**src/rtl/uart_pkt_pkg.sv**
```systemverilog
`default_nettype none
// =============================================================================
// Module : uart_pkt_pkg
// Purpose: Definitions shared by the UART sample packetizer: the packet sync
//          byte, the framing FSM state encoding, and a helper that returns the
//          packet length in bytes.
// Ports  : none (package)
// Rev    : 1.0  initial release
// =============================================================================
package uart_pkt_pkg;

   localparam logic [7:0] SYNC_BYTE = 8'hA5;

   typedef enum logic [2:0] {
      ST_IDLE    = 3'd0,
      ST_SYNC    = 3'd1,
      ST_SEQ     = 3'd2,
      ST_DATA    = 3'd3,
      ST_CSUM    = 3'd4,
      ST_GUARD   = 3'd5,
      ST_WAITRDY = 3'd6
   } pkt_state_e;

   // Sync + sequence + payload bytes, plus one checksum byte when enabled.
   function automatic int bytes_per_pkt(input int sample_w,
                                        input int samples_per_pkt,
                                        input bit csum_en);
      return 2 + samples_per_pkt * (sample_w / 8) + (csum_en ? 1 : 0);
   endfunction

endpackage
`default_nettype wire

```
**src/rtl/uart_sample_packetizer_sample_fifo.sv**
```systemverilog
`default_nettype none
// =============================================================================
// Module : sample_fifo
// Purpose: Synchronous FIFO with a registered occupancy count. The read port
//          is fall-through: rd_data always shows the oldest entry.
// Ports  : clk, reset_b (async, active-low)
//          push / wr_data  - write request (ignored while full)
//          pop  / rd_data  - read request (ignored while empty)
//          count           - entries held (registered)
//          full, empty     - decoded from count
// Rev    : 1.0  initial release
// =============================================================================
module sample_fifo #(
   parameter int WIDTH = 16,
   parameter int DEPTH = 16,
   parameter int AW    = 4
) (
   input  logic             clk,
   input  logic             reset_b,
   input  logic             push,
   input  logic [WIDTH-1:0] wr_data,
   input  logic             pop,
   output logic [WIDTH-1:0] rd_data,
   output logic [AW:0]      count,
   output logic             full,
   output logic             empty
);

   localparam logic [AW:0] FULL_COUNT = (AW+1)'(DEPTH);

   logic [WIDTH-1:0] mem_q [DEPTH];
   logic [AW-1:0]    wr_ptr_q, wr_ptr_d;
   logic [AW-1:0]    rd_ptr_q, rd_ptr_d;
   logic [AW:0]      count_q,  count_d;
   logic             do_push, do_pop;

   assign full    = (count_q == FULL_COUNT);
   assign empty   = (count_q == '0);
   assign count   = count_q;
   assign rd_data = mem_q[rd_ptr_q];
   assign do_push = push && !full;
   assign do_pop  = pop && !empty;

   // Pointers are exactly AW bits so they wrap at DEPTH without extra logic.
   always_comb begin
      wr_ptr_d = wr_ptr_q;
      rd_ptr_d = rd_ptr_q;
      count_d  = count_q;
      if (do_push) wr_ptr_d = wr_ptr_q + 1'b1;
      if (do_pop)  rd_ptr_d = rd_ptr_q + 1'b1;
      case ({do_push, do_pop})
         2'b10:   count_d = count_q + 1'b1;
         2'b01:   count_d = count_q - 1'b1;
         default: count_d = count_q;
      endcase
   end

   always_ff @(posedge clk or negedge reset_b) begin
      if (!reset_b) begin
         wr_ptr_q <= '0;
         rd_ptr_q <= '0;
         count_q  <= '0;
      end else begin
         wr_ptr_q <= wr_ptr_d;
         rd_ptr_q <= rd_ptr_d;
         count_q  <= count_d;
      end
   end

   // Storage needs no reset: entries are only read after being written.
   always_ff @(posedge clk) begin
      if (do_push) mem_q[wr_ptr_q] <= wr_data;
   end

endmodule
`default_nettype wire

```
**src/rtl/uart_sample_packetizer.sv**
```systemverilog
`default_nettype none
// =============================================================================
// Module : uart_sample_packetizer
// Purpose: Buffers samples and frames groups of SAMPLES_PER_PKT of them into
//          byte packets (sync, sequence, payload MSB-first, optional checksum)
//          paced to a UART transmitter via tx_ready / tx_write_en.
// Ports  : clk, reset_b (async, active-low)
//          sample_in/sample_valid/sample_ready - sample stream into the FIFO
//          tx_ready/tx_data/tx_write_en        - byte handshake to the UART
//          busy       - packet in progress
//          fifo_count - samples buffered
//          overflow   - sticky, a sample arrived while the FIFO was full
// Config : define UART_PKT_CHECKSUM_EN to append an XOR checksum byte
//          (sequence byte and payload bytes; sync byte excluded).
// Rev    : 1.0  initial release
// =============================================================================
module uart_sample_packetizer
   import uart_pkt_pkg::*;
#(
   parameter int SAMPLE_W        = 16,
   parameter int SAMPLES_PER_PKT = 4,
   parameter int FIFO_DEPTH      = 16,
   parameter int FIFO_AW         = 4,
   parameter int GUARD_CYCLES    = 4
) (
   input  logic                clk,
   input  logic                reset_b,
   input  logic [SAMPLE_W-1:0] sample_in,
   input  logic                sample_valid,
   output logic                sample_ready,
   input  logic                tx_ready,
   output logic [7:0]          tx_data,
   output logic                tx_write_en,
   output logic                busy,
   output logic [FIFO_AW:0]    fifo_count,
   output logic                overflow
);

   localparam int                BYTES_PER_SAMPLE = SAMPLE_W / 8;
   localparam int                GUARD_W     = (GUARD_CYCLES > 1) ? $clog2(GUARD_CYCLES) : 1;
   localparam logic [GUARD_W-1:0] GUARD_LAST = GUARD_W'(GUARD_CYCLES - 1);
   localparam logic [7:0]        BYTE_LAST   = 8'(BYTES_PER_SAMPLE - 1);
   localparam logic [7:0]        SAMPLE_LAST = 8'(SAMPLES_PER_PKT - 1);
   localparam logic [FIFO_AW:0]  PKT_THRESH  = (FIFO_AW+1)'(SAMPLES_PER_PKT);

   logic [SAMPLE_W-1:0] fifo_rd_data;
   logic                fifo_full, fifo_empty, fifo_pop;

   pkt_state_e          state_q, state_d, ret_state_q, ret_state_d;
   logic                last_q, last_d;
   logic [GUARD_W-1:0]  guard_cnt_q, guard_cnt_d;
   logic [7:0]          byte_idx_q, byte_idx_d;
   logic [7:0]          sample_idx_q, sample_idx_d;
   logic [SAMPLE_W-1:0] shreg_q, shreg_d;
   logic [7:0]          tx_data_q, tx_data_d;
   logic                tx_write_en_q, tx_write_en_d;
   logic                busy_q, busy_d;
   logic [7:0]          seq_q, seq_d;
   logic                overflow_q, overflow_d;
`ifdef UART_PKT_CHECKSUM_EN
   logic [7:0]          csum_q, csum_d;
`endif

   // Per-state byte selection feeding the common issue logic.
   logic                emit;
   logic [7:0]          byte_out;
   pkt_state_e          nxt_state;
   logic                nxt_last;
   logic                last_byte, last_sample;

   sample_fifo #(
      .WIDTH (SAMPLE_W),
      .DEPTH (FIFO_DEPTH),
      .AW    (FIFO_AW)
   ) u_fifo (
      .clk     (clk),
      .reset_b (reset_b),
      .push    (sample_valid),
      .wr_data (sample_in),
      .pop     (fifo_pop),
      .rd_data (fifo_rd_data),
      .count   (fifo_count),
      .full    (fifo_full),
      .empty   (fifo_empty)
   );

   assign sample_ready = !fifo_full;
   assign tx_data      = tx_data_q;
   assign tx_write_en  = tx_write_en_q;
   assign busy         = busy_q;
   assign overflow     = overflow_q;

   always_comb begin
      state_d       = state_q;
      ret_state_d   = ret_state_q;
      last_d        = last_q;
      guard_cnt_d   = guard_cnt_q;
      byte_idx_d    = byte_idx_q;
      sample_idx_d  = sample_idx_q;
      shreg_d       = shreg_q;
      tx_data_d     = tx_data_q;
      tx_write_en_d = 1'b0;
      busy_d        = busy_q;
      seq_d         = seq_q;
      overflow_d    = overflow_q | (sample_valid & fifo_full);
`ifdef UART_PKT_CHECKSUM_EN
      csum_d        = csum_q;
`endif
      emit          = 1'b0;
      byte_out      = tx_data_q;
      nxt_state     = ST_IDLE;
      nxt_last      = 1'b0;
      last_byte     = (byte_idx_q == BYTE_LAST);
      last_sample   = (sample_idx_q == SAMPLE_LAST);
      fifo_pop      = 1'b0;

      case (state_q)
         ST_IDLE: begin
            if (fifo_count >= PKT_THRESH) begin
               state_d = ST_SYNC;
               busy_d  = 1'b1;
            end
         end
         ST_SYNC: begin
            emit         = 1'b1;
            byte_out     = SYNC_BYTE;
            nxt_state    = ST_SEQ;
            byte_idx_d   = '0;
            sample_idx_d = '0;
`ifdef UART_PKT_CHECKSUM_EN
            csum_d       = '0;
`endif
         end
         ST_SEQ: begin
            emit      = 1'b1;
            byte_out  = seq_q;
            nxt_state = ST_DATA;
         end
         ST_DATA: begin
            emit = 1'b1;
            // First byte of a sample comes straight from the FIFO head; the
            // rest are shifted out of the holding register.
            byte_out = (byte_idx_q == 8'd0) ? fifo_rd_data[SAMPLE_W-1 -: 8]
                                            : shreg_q[SAMPLE_W-1 -: 8];
            if (last_byte && last_sample) begin
`ifdef UART_PKT_CHECKSUM_EN
               nxt_state = ST_CSUM;
`else
               nxt_last  = 1'b1;
`endif
            end else begin
               nxt_state = ST_DATA;
            end
            if (tx_ready) begin
               if (byte_idx_q == 8'd0) begin
                  fifo_pop = !fifo_empty;
                  shreg_d  = fifo_rd_data << 8;
               end else begin
                  shreg_d  = shreg_q << 8;
               end
               if (last_byte) begin
                  byte_idx_d   = '0;
                  sample_idx_d = sample_idx_q + 8'd1;
               end else begin
                  byte_idx_d   = byte_idx_q + 8'd1;
               end
            end
         end
`ifdef UART_PKT_CHECKSUM_EN
         ST_CSUM: begin
            emit     = 1'b1;
            byte_out = csum_q;
            nxt_last = 1'b1;
         end
`endif
         ST_GUARD: begin
            if (guard_cnt_q == GUARD_LAST) begin
               if (last_q) begin
                  state_d = ST_IDLE;
                  busy_d  = 1'b0;
                  seq_d   = seq_q + 8'd1;
               end else begin
                  state_d = ST_WAITRDY;
               end
            end else begin
               guard_cnt_d = guard_cnt_q + 1'b1;
            end
         end
         ST_WAITRDY: begin
            if (tx_ready) state_d = ret_state_q;
         end
         default: state_d = ST_IDLE;
      endcase

      // Common byte issue: register the byte, strobe once, enter the guard.
      if (emit && tx_ready) begin
         tx_data_d     = byte_out;
         tx_write_en_d = 1'b1;
         state_d       = ST_GUARD;
         guard_cnt_d   = '0;
         ret_state_d   = nxt_state;
         last_d        = nxt_last;
`ifdef UART_PKT_CHECKSUM_EN
         if (state_q == ST_SEQ || state_q == ST_DATA) csum_d = csum_q ^ byte_out;
`endif
      end
   end

   always_ff @(posedge clk or negedge reset_b) begin
      if (!reset_b) begin
         state_q       <= ST_IDLE;
         ret_state_q   <= ST_IDLE;
         last_q        <= 1'b0;
         guard_cnt_q   <= '0;
         byte_idx_q    <= '0;
         sample_idx_q  <= '0;
         shreg_q       <= '0;
         tx_data_q     <= 8'h00;
         tx_write_en_q <= 1'b0;
         busy_q        <= 1'b0;
         seq_q         <= 8'h00;
         overflow_q    <= 1'b0;
`ifdef UART_PKT_CHECKSUM_EN
         csum_q        <= 8'h00;
`endif
      end else begin
         state_q       <= state_d;
         ret_state_q   <= ret_state_d;
         last_q        <= last_d;
         guard_cnt_q   <= guard_cnt_d;
         byte_idx_q    <= byte_idx_d;
         sample_idx_q  <= sample_idx_d;
         shreg_q       <= shreg_d;
         tx_data_q     <= tx_data_d;
         tx_write_en_q <= tx_write_en_d;
         busy_q        <= busy_d;
         seq_q         <= seq_d;
         overflow_q    <= overflow_d;
`ifdef UART_PKT_CHECKSUM_EN
         csum_q        <= csum_d;
`endif
      end
   end

endmodule
`default_nettype wire

```
**config.mk**
```make
export PLATFORM = sky130hd
export DESIGN_NAME = uart_sample_packetizer
export DESIGN_NICKNAME = d
export VERILOG_FILES = /design/src/rtl/uart_pkt_pkg.sv /design/src/rtl/uart_sample_packetizer_sample_fifo.sv /design/src/rtl/uart_sample_packetizer.sv
export SDC_FILE = /design/constraint.sdc
export NUM_CORES = 1
export LEC_CHECK = 0
export BUFFER_PORTS_ARGS = -buffer_cell sky130_fd_sc_hd__buf_2
export CORE_MARGIN = 4
export CORE_UTILIZATION = 65
export CTS_BUF_LIST = sky130_fd_sc_hd__clkbuf_8
export DETAILED_ROUTE_END_ITERATION = 10
export GPL_TIMING_DRIVEN = 0
export PLACE_DENSITY = 0.87
export SETUP_SLACK_MARGIN = 0.05
export SYNTH_ARGS = -nofsm -noshare
export SYNTH_HDL_FRONTEND = slang
export SYNTH_HIERARCHICAL = 1
export SYNTH_SLANG_ARGS = --single-unit
```
**constraint.sdc**
```tcl
create_clock -name clk -period 7.31 [get_ports clk]
set_input_delay 1.462 -clock clk [delete_from_list [all_inputs] [get_ports clk]]
set_output_delay 1.462 -clock clk [all_outputs]
set_load 0.03 [all_outputs]
```
After elaboration in Yosys (flattened, before gate mapping)
Memory sizes are Yosys's and may differ from the RTL's.
Index checks and enable logic that the tools add are counted.
{"block": "word_totals", "regBits": 73, "ramBits": 256, "inputBits": 20, "output_inout_bits": 17, "word_cells": 105, "n_memories": 1}
{"block": "classes", "add_sub_neg": 8, "n_lt_le_gt_ge": 1, "eq_ne": 21, "mux": 34, "n_bitwise": 2, "n_reduce_logical": 23}
{"memory": "u_fifo.mem_q", "depth": 16, "width": 16, "read_ports": 1, "rd_clocked_by_memory_dff": 0, "wr": 1, "line": "uart_sample_packetizer_sample_fifo.sv:31", "rtl": "logic [WIDTH-1:0] mem_q [DEPTH];"}
{"cell": "$mux 8", "n": 5}
{"cell": "$pmux 8 s2", "n": 2}
{"cell": "$add 8x1->8 const B", "n": 3}
{"cell": "$pmux 8 s3", "n": 1}
{"cell": "$mux 16", "n": 1}
{"cell": "$mux 3", "n": 5}
{"cell": "$mux 1", "n": 12}
{"cell": "$pmux 3 s4", "n": 1}
{"cell": "$ne 2x2->1 const B", "n": 5}
{"cell": "$pmux 5 s2", "n": 1}
{"cell": "$ne 3x3->1 const B", "n": 3}
{"cell": "$add 4x1->4 const B", "n": 2}
{"cell": "$eq 8x1->1 const B", "n": 1}
{"cell": "$eq 8x2->1 const B", "n": 1}
{"cell": "$logic_not 8->1", "n": 1}
{"cell": "$mux 2", "n": 4}
{"cell": "$reduce_and 2->1", "n": 4}
{"cell": "$reduce_and 4->1", "n": 2}
{"cell": "$reduce_bool 2->1", "n": 4}
{"cell": "$eq 3x2->1 const B", "n": 2}
{"cell": "$eq 3x3->1 const B", "n": 2}
{"cell": "$pmux 2 s3", "n": 1}
{"cell": "$reduce_and 3->1", "n": 2}
{"cell": "$add 5x1->5 const B", "n": 1}
{"cell": "17 further kinds", "n": 23}

Depth between registers and ports, before layout
{"block": "depth", "ltp_word": 8, "ltp_mapped": 14, "ltp_nobuf": 13}

Hierarchy
The synthesis kept the hierarchy.
{"module": "sample_fifo", "n_inst": 1, "cells_each": 555, "area_each_um2": 10895.4, "seq_area_each_um2": 8012.7}
{"module": "uart_sample_packetizer", "n_inst": 1, "cells_each": 282, "area_each_um2": 2666.3, "seq_area_each_um2": 1276.2}

Worst setup path after synthesis
OpenSTA, ideal clock, no wires.
{"block": "synth_path", "path_type": "input -> register", "from": "input port tx_ready", "to": "register u_fifo.count_q[4], in the netlist u_fifo/count[4]", "setup_time_ps": 135, "arrival_ps": 4001, "required_ps": 7175, "setup_slack_ps": 3174, "path_stages": 14, "n_path_buf": 2, "cell_sequence": "nor2b_1 > nand3_1 > clkbuf_1 > nor3_1 > nor2b_1 > buf_2 > ha_1 > inv_1 > fa_1 > nor2b_1 > o21ai_1 > nand3_1 > or3b_1 > xnor2_1"}
{"block": "synth_between", "elab_chain_cells": 5, "elab_cells_between_ends": 7, "cone_classes": "eq/ne (2); mux (3); reduce/logical (2)"}
{"element": "from (decl)", "line": "uart_sample_packetizer.sv:31", "rtl": "input logic tx_ready,"}
{"element": "$mux 1 *", "line": "uart_sample_packetizer.sv:154", "rtl": "if (tx_ready) begin"}
{"element": "$mux 1 *", "line": "uart_sample_packetizer.sv:117", "rtl": "case (state_q)"}
{"element": "net fifo_pop", "line": "uart_sample_packetizer.sv:47", "rtl": "logic fifo_full, fifo_empty, fifo_pop;"}
{"element": "$logic_and 1x1->1 *", "line": "uart_sample_packetizer_sample_fifo.sv:42", "rtl": "assign do_pop = pop && !empty;"}
{"element": "net u_fifo.do_pop", "line": "uart_sample_packetizer_sample_fifo.sv:35", "rtl": "logic do_push, do_pop;"}
{"element": "$eq 2x1->1 / $eq 2x2->1 (equally long branches)", "line": "uart_sample_packetizer_sample_fifo.sv:51", "rtl": "case ({do_push, do_pop})"}
{"element": "$pmux 5 s2 / $reduce_bool 2->1 (equally long branches)"}
{"element": "to (signal assigned)", "line": "uart_sample_packetizer_sample_fifo.sv:66", "rtl": "count_q <= count_d;"}
{"element": "to (decl)", "line": "uart_sample_packetizer_sample_fifo.sv:34", "rtl": "logic [AW:0] count_q, count_d;"}
Mark *: on every way through the listed nets, which the timed path passes. The rest lies on a longest branch.
A chain may end at the register's enable or synchronous reset.

Worst setup path in the final report
Same ends and word-level chain as after synthesis.

==> flow_summary.yaml <==
synth:
  synth_xor_area_share_pct: 1.42
  synth_edf_count: 256
  ys_top_cells_by_area: "edfxtp_1 (57%), dfrtp_1 (12%), mux4_2 (5.3%), mux2i_1 (5.2%), a221oi_2 (3.2%)"
  syn_nets: 873
  synth_top_area_cell: "edfxtp_1"
  yosysWarnings: 6
  synth-compound-area-share_pct: 8.25
  synth_area_sq_mm: 0.0136
  synthCells: 837
  synth.area.mux_share_pct: 10.7
  ys_ff_latch: 320
  synthArstFlopShare_pct: 20.0
  synth_area_per_cell_sq_um: 16.2
  synthFlopType: "edfxtp_1"
  synth_top_family_by_area: "multiplexers"
  synth_top_area_share_pct: 56.7
  seq_area_frac_synth_pct: 68.5
  synth_simple_gate_area_share_pct: 6.70
  synth_fa_ha_area_share_pct: 1.53
  yosysUniqueCellTypes: 64
clock_network:
  cts_tree: "built"
  cts.reportedPaths.clkPinSlew_ns: 0.05
  cts_sinks: 320
  post-cts-setup-buffers: 0
  clk_latency_ns: 0.57
  cts_buffer_depth: 3
  numCtsBuffers: 50
  cts-hold-fix-buffers: 0
  clockRootBuffer: "clkbuf_8"
  htree_levels: 2
  cts_resized: 0
power:
  p_leak_nw: 5.62
  powerDensity_mw_per_mm2: 357
  vdd_drop_max_v: 0.000214
  p_total_mw: 5.41
timing:
  setup_viol: 0
  drv_slew: 0
  relSlewSlack_pct: 32.5
  fin_crit_ns: 4.37
  fin_setup_tns_ns: 0
  fin_crit_sh_pct: 59.8
  finClkSkew_ns: 0.0153
  tightest_slew_ns: 1.01
  max_freq_ghz: 0.229
  finalHoldViolations: 0
  grt_setup_unrepaired: "false"
  fin_hold_ws_ns: 0.453
global_route:
  grt_max_degree: 65
  grt_antenna_before_repair: 0
  grt_pass1_wl_mm: 44.5
  grt-ovfl-total: 0
  grtUsageTotal_pct: 24.7
  first_global_vias: 7957
hold_path:
  hold-path-cell-count: 1
  whs_endpoint: "overflow"
  hold_start: "overflow"
  min_path_type: "flop to flop"
final_layout:
  final_common_cell: "edfxtp_1"
  drive_gt1_share_pct: 22.9
  final_util_pct: 74.3
  finalNonFillerCells: 1242
  num_antenna_cells: 0
  final_cell_mix: "edfxtp_1 (256), mux2i_1 (70), dfrtp_1 (64)"
  final_nets: 969
  area_growth_pct: 11.6
worst_setup_path:
  cp_max_fo: 10
  crit_arrival_ns: 4.81
  worstPathRequired_ns: 7.75
  critPathCaptureType: "flop"
  startpoint_type: "input pin"
  rr_worst_depth: 13
  reg2reg_to: "u_fifo/count[4]"
  path_class: "input pin to flop"
  r2r_start: "byte_idx_q[4]"
  r2r_setup_slack_ns: 3.35
detailed_routing:
  drc_errors: 0
  ant_nets: 0
  drt-total-wl_mm: 28.7
  vias_per_cell: 6.37
  post_drt_wl_per_cell_um: 23.1
  vias: 7915
  dr.pass1.iters: 5
  initialDrtViolationCount: 628
die:
  dieArea_sq_mm: 0.0232
  std_cell_rows: 52
  chipHeight_um: 152
  die_width_um: 152
  core_sq_mm: 0.0204
  io_pins: 37
  start_util_pct: 66.6
job:
  cap_viol_max_count: 0
placed_design:
  io_buffers: 36
  routabilityCongestion: 0.828
  hpwlAfterDp_mm: 18.9
  post-place-cells: 1151
run_status:
  status: "complete, no violations"
## routing by layer
metal / vias to the layer above / global-route usage [%] / share of wire [%]
met5: - / 0 / 0
met4: 0 / 6.92 / 2.2
met3: 56 / 5.17 / 7.8
met2: 377 / 41.4 / 50
met1: 3996 / 33.5 / 40
li1: 3486 / - / -
## cell usage after synthesis, types with 4 or more instances
library cell,number
edfxtp_1,256
mux4_2,32
a22oi_1,16
nor3b_1,5
ha_1,15
xor2_1,6
nand3_1,27
clkbuf_1,16
xnor2_1,16
nor4_1,5
nand2b_1,5
nor2b_1,9
a21oi_1,13
buf_2,7
o21ai_0,31
nand4_1,7
nor2_1,40
inv_1,15
buf_4,7
nand2_1,49
buf_6,10
dfrtp_1,64
a221oi_2,29
o221ai_1,4
mux2i_1,70
a22o_1,9
nor3_1,10
a31oi_1,9
## through the flow
step / area [sq um] / worst slack (ns)
after global routing: 15100 / 2.72
after CTS: 15100 / 2.99
after detailed placement: 14200 / 2.42
final: 15100 / 2.94
after floorplan: 13600 / 3.17
after global placement: 14100 / 2.56
## how the worst max path moves through the flow
stage / from / endpoint / slack [ns]
2_1_floorplan: tx_ready / u_fifo/count[4] / 3.17
3_3_place_gp: tx_ready / u_fifo/count[4] / 2.56
3_5_place_dp: tx_ready / u_fifo/count[4] / 2.42
4_1_cts: tx_ready / u_fifo/count[4] / 2.99
5_1_grt: tx_ready / u_fifo/count[4] / 2.72
6_report: tx_ready / u_fifo/count[4] / 2.94
## sequential cells by signal (all words and copies together), names as in the netlist
| register | cells |
|---|---|
| u_fifo/wr_ptr_q | 4 |
| u_fifo/mem_q | 256 |
| sample_idx_q | 8 |
| u_fifo/count | 5 |
| ret_state_q | 2 |
| overflow | 1 |
| last_q | 1 |
| state_q | 3 |
| guard_cnt_q | 2 |
| byte_idx_q | 8 |
| tx_write_en | 1 |
| shreg_q | 8 |
| busy | 1 |
| tx_data | 8 |
| seq_q | 8 |
| u_fifo/rd_ptr_q | 4 |
## logic make-up (layout without fill, tap and decap cells)
group | count (synthesis) | after routing
flops | 320 | 320
simple gates | 180 | 180
compound gates | 133 | 133
mux | 104 | 104
buf+inv | 62 | 197
xor+xnor | 22 | 22
fa+ha+maj | 16 | 16
## area by class of cell
| cell class | count | area (sq um) |
|---|---|---|
| clock inverters | 40 | 194 |
| fillers | 1184 | 5230 |
| clock buffers | 51 | 702 |
| plain buffers | 46 | 338 |
| inverters | 16 | 60.1 |
| flip-flops and latches | 320 | 9290 |
| repair buffers | 44 | 288 |
| multi-input cells | 455 | 3930 |
| well taps | 270 | 338 |
## report_power, final
group	leakage, nW	internal, mW	switching [mW]
clock	0.533	0.685	0.658
combinational	1.95	0.679	1.06
sequential	3.13	2.21	0.109
total	5.62	3.58	1.83
## worst max-delay path: stages
cell,delay (ns)
buf_2,0.12
nor2b_1,0.46
nand3_1,0.31
clkbuf_1,0.32
nor3_1,0.19
nor2b_1,0.15
buf_2,0.21
ha_1,0.26
inv_1,0.10
fa_1,0.40
nor2b_1,0.15
o21ai_1,0.09
nand3_1,0.08
or3b_1,0.36
xnor2_1,0.13
Note: power is estimated with default switching activity, not from simulation.
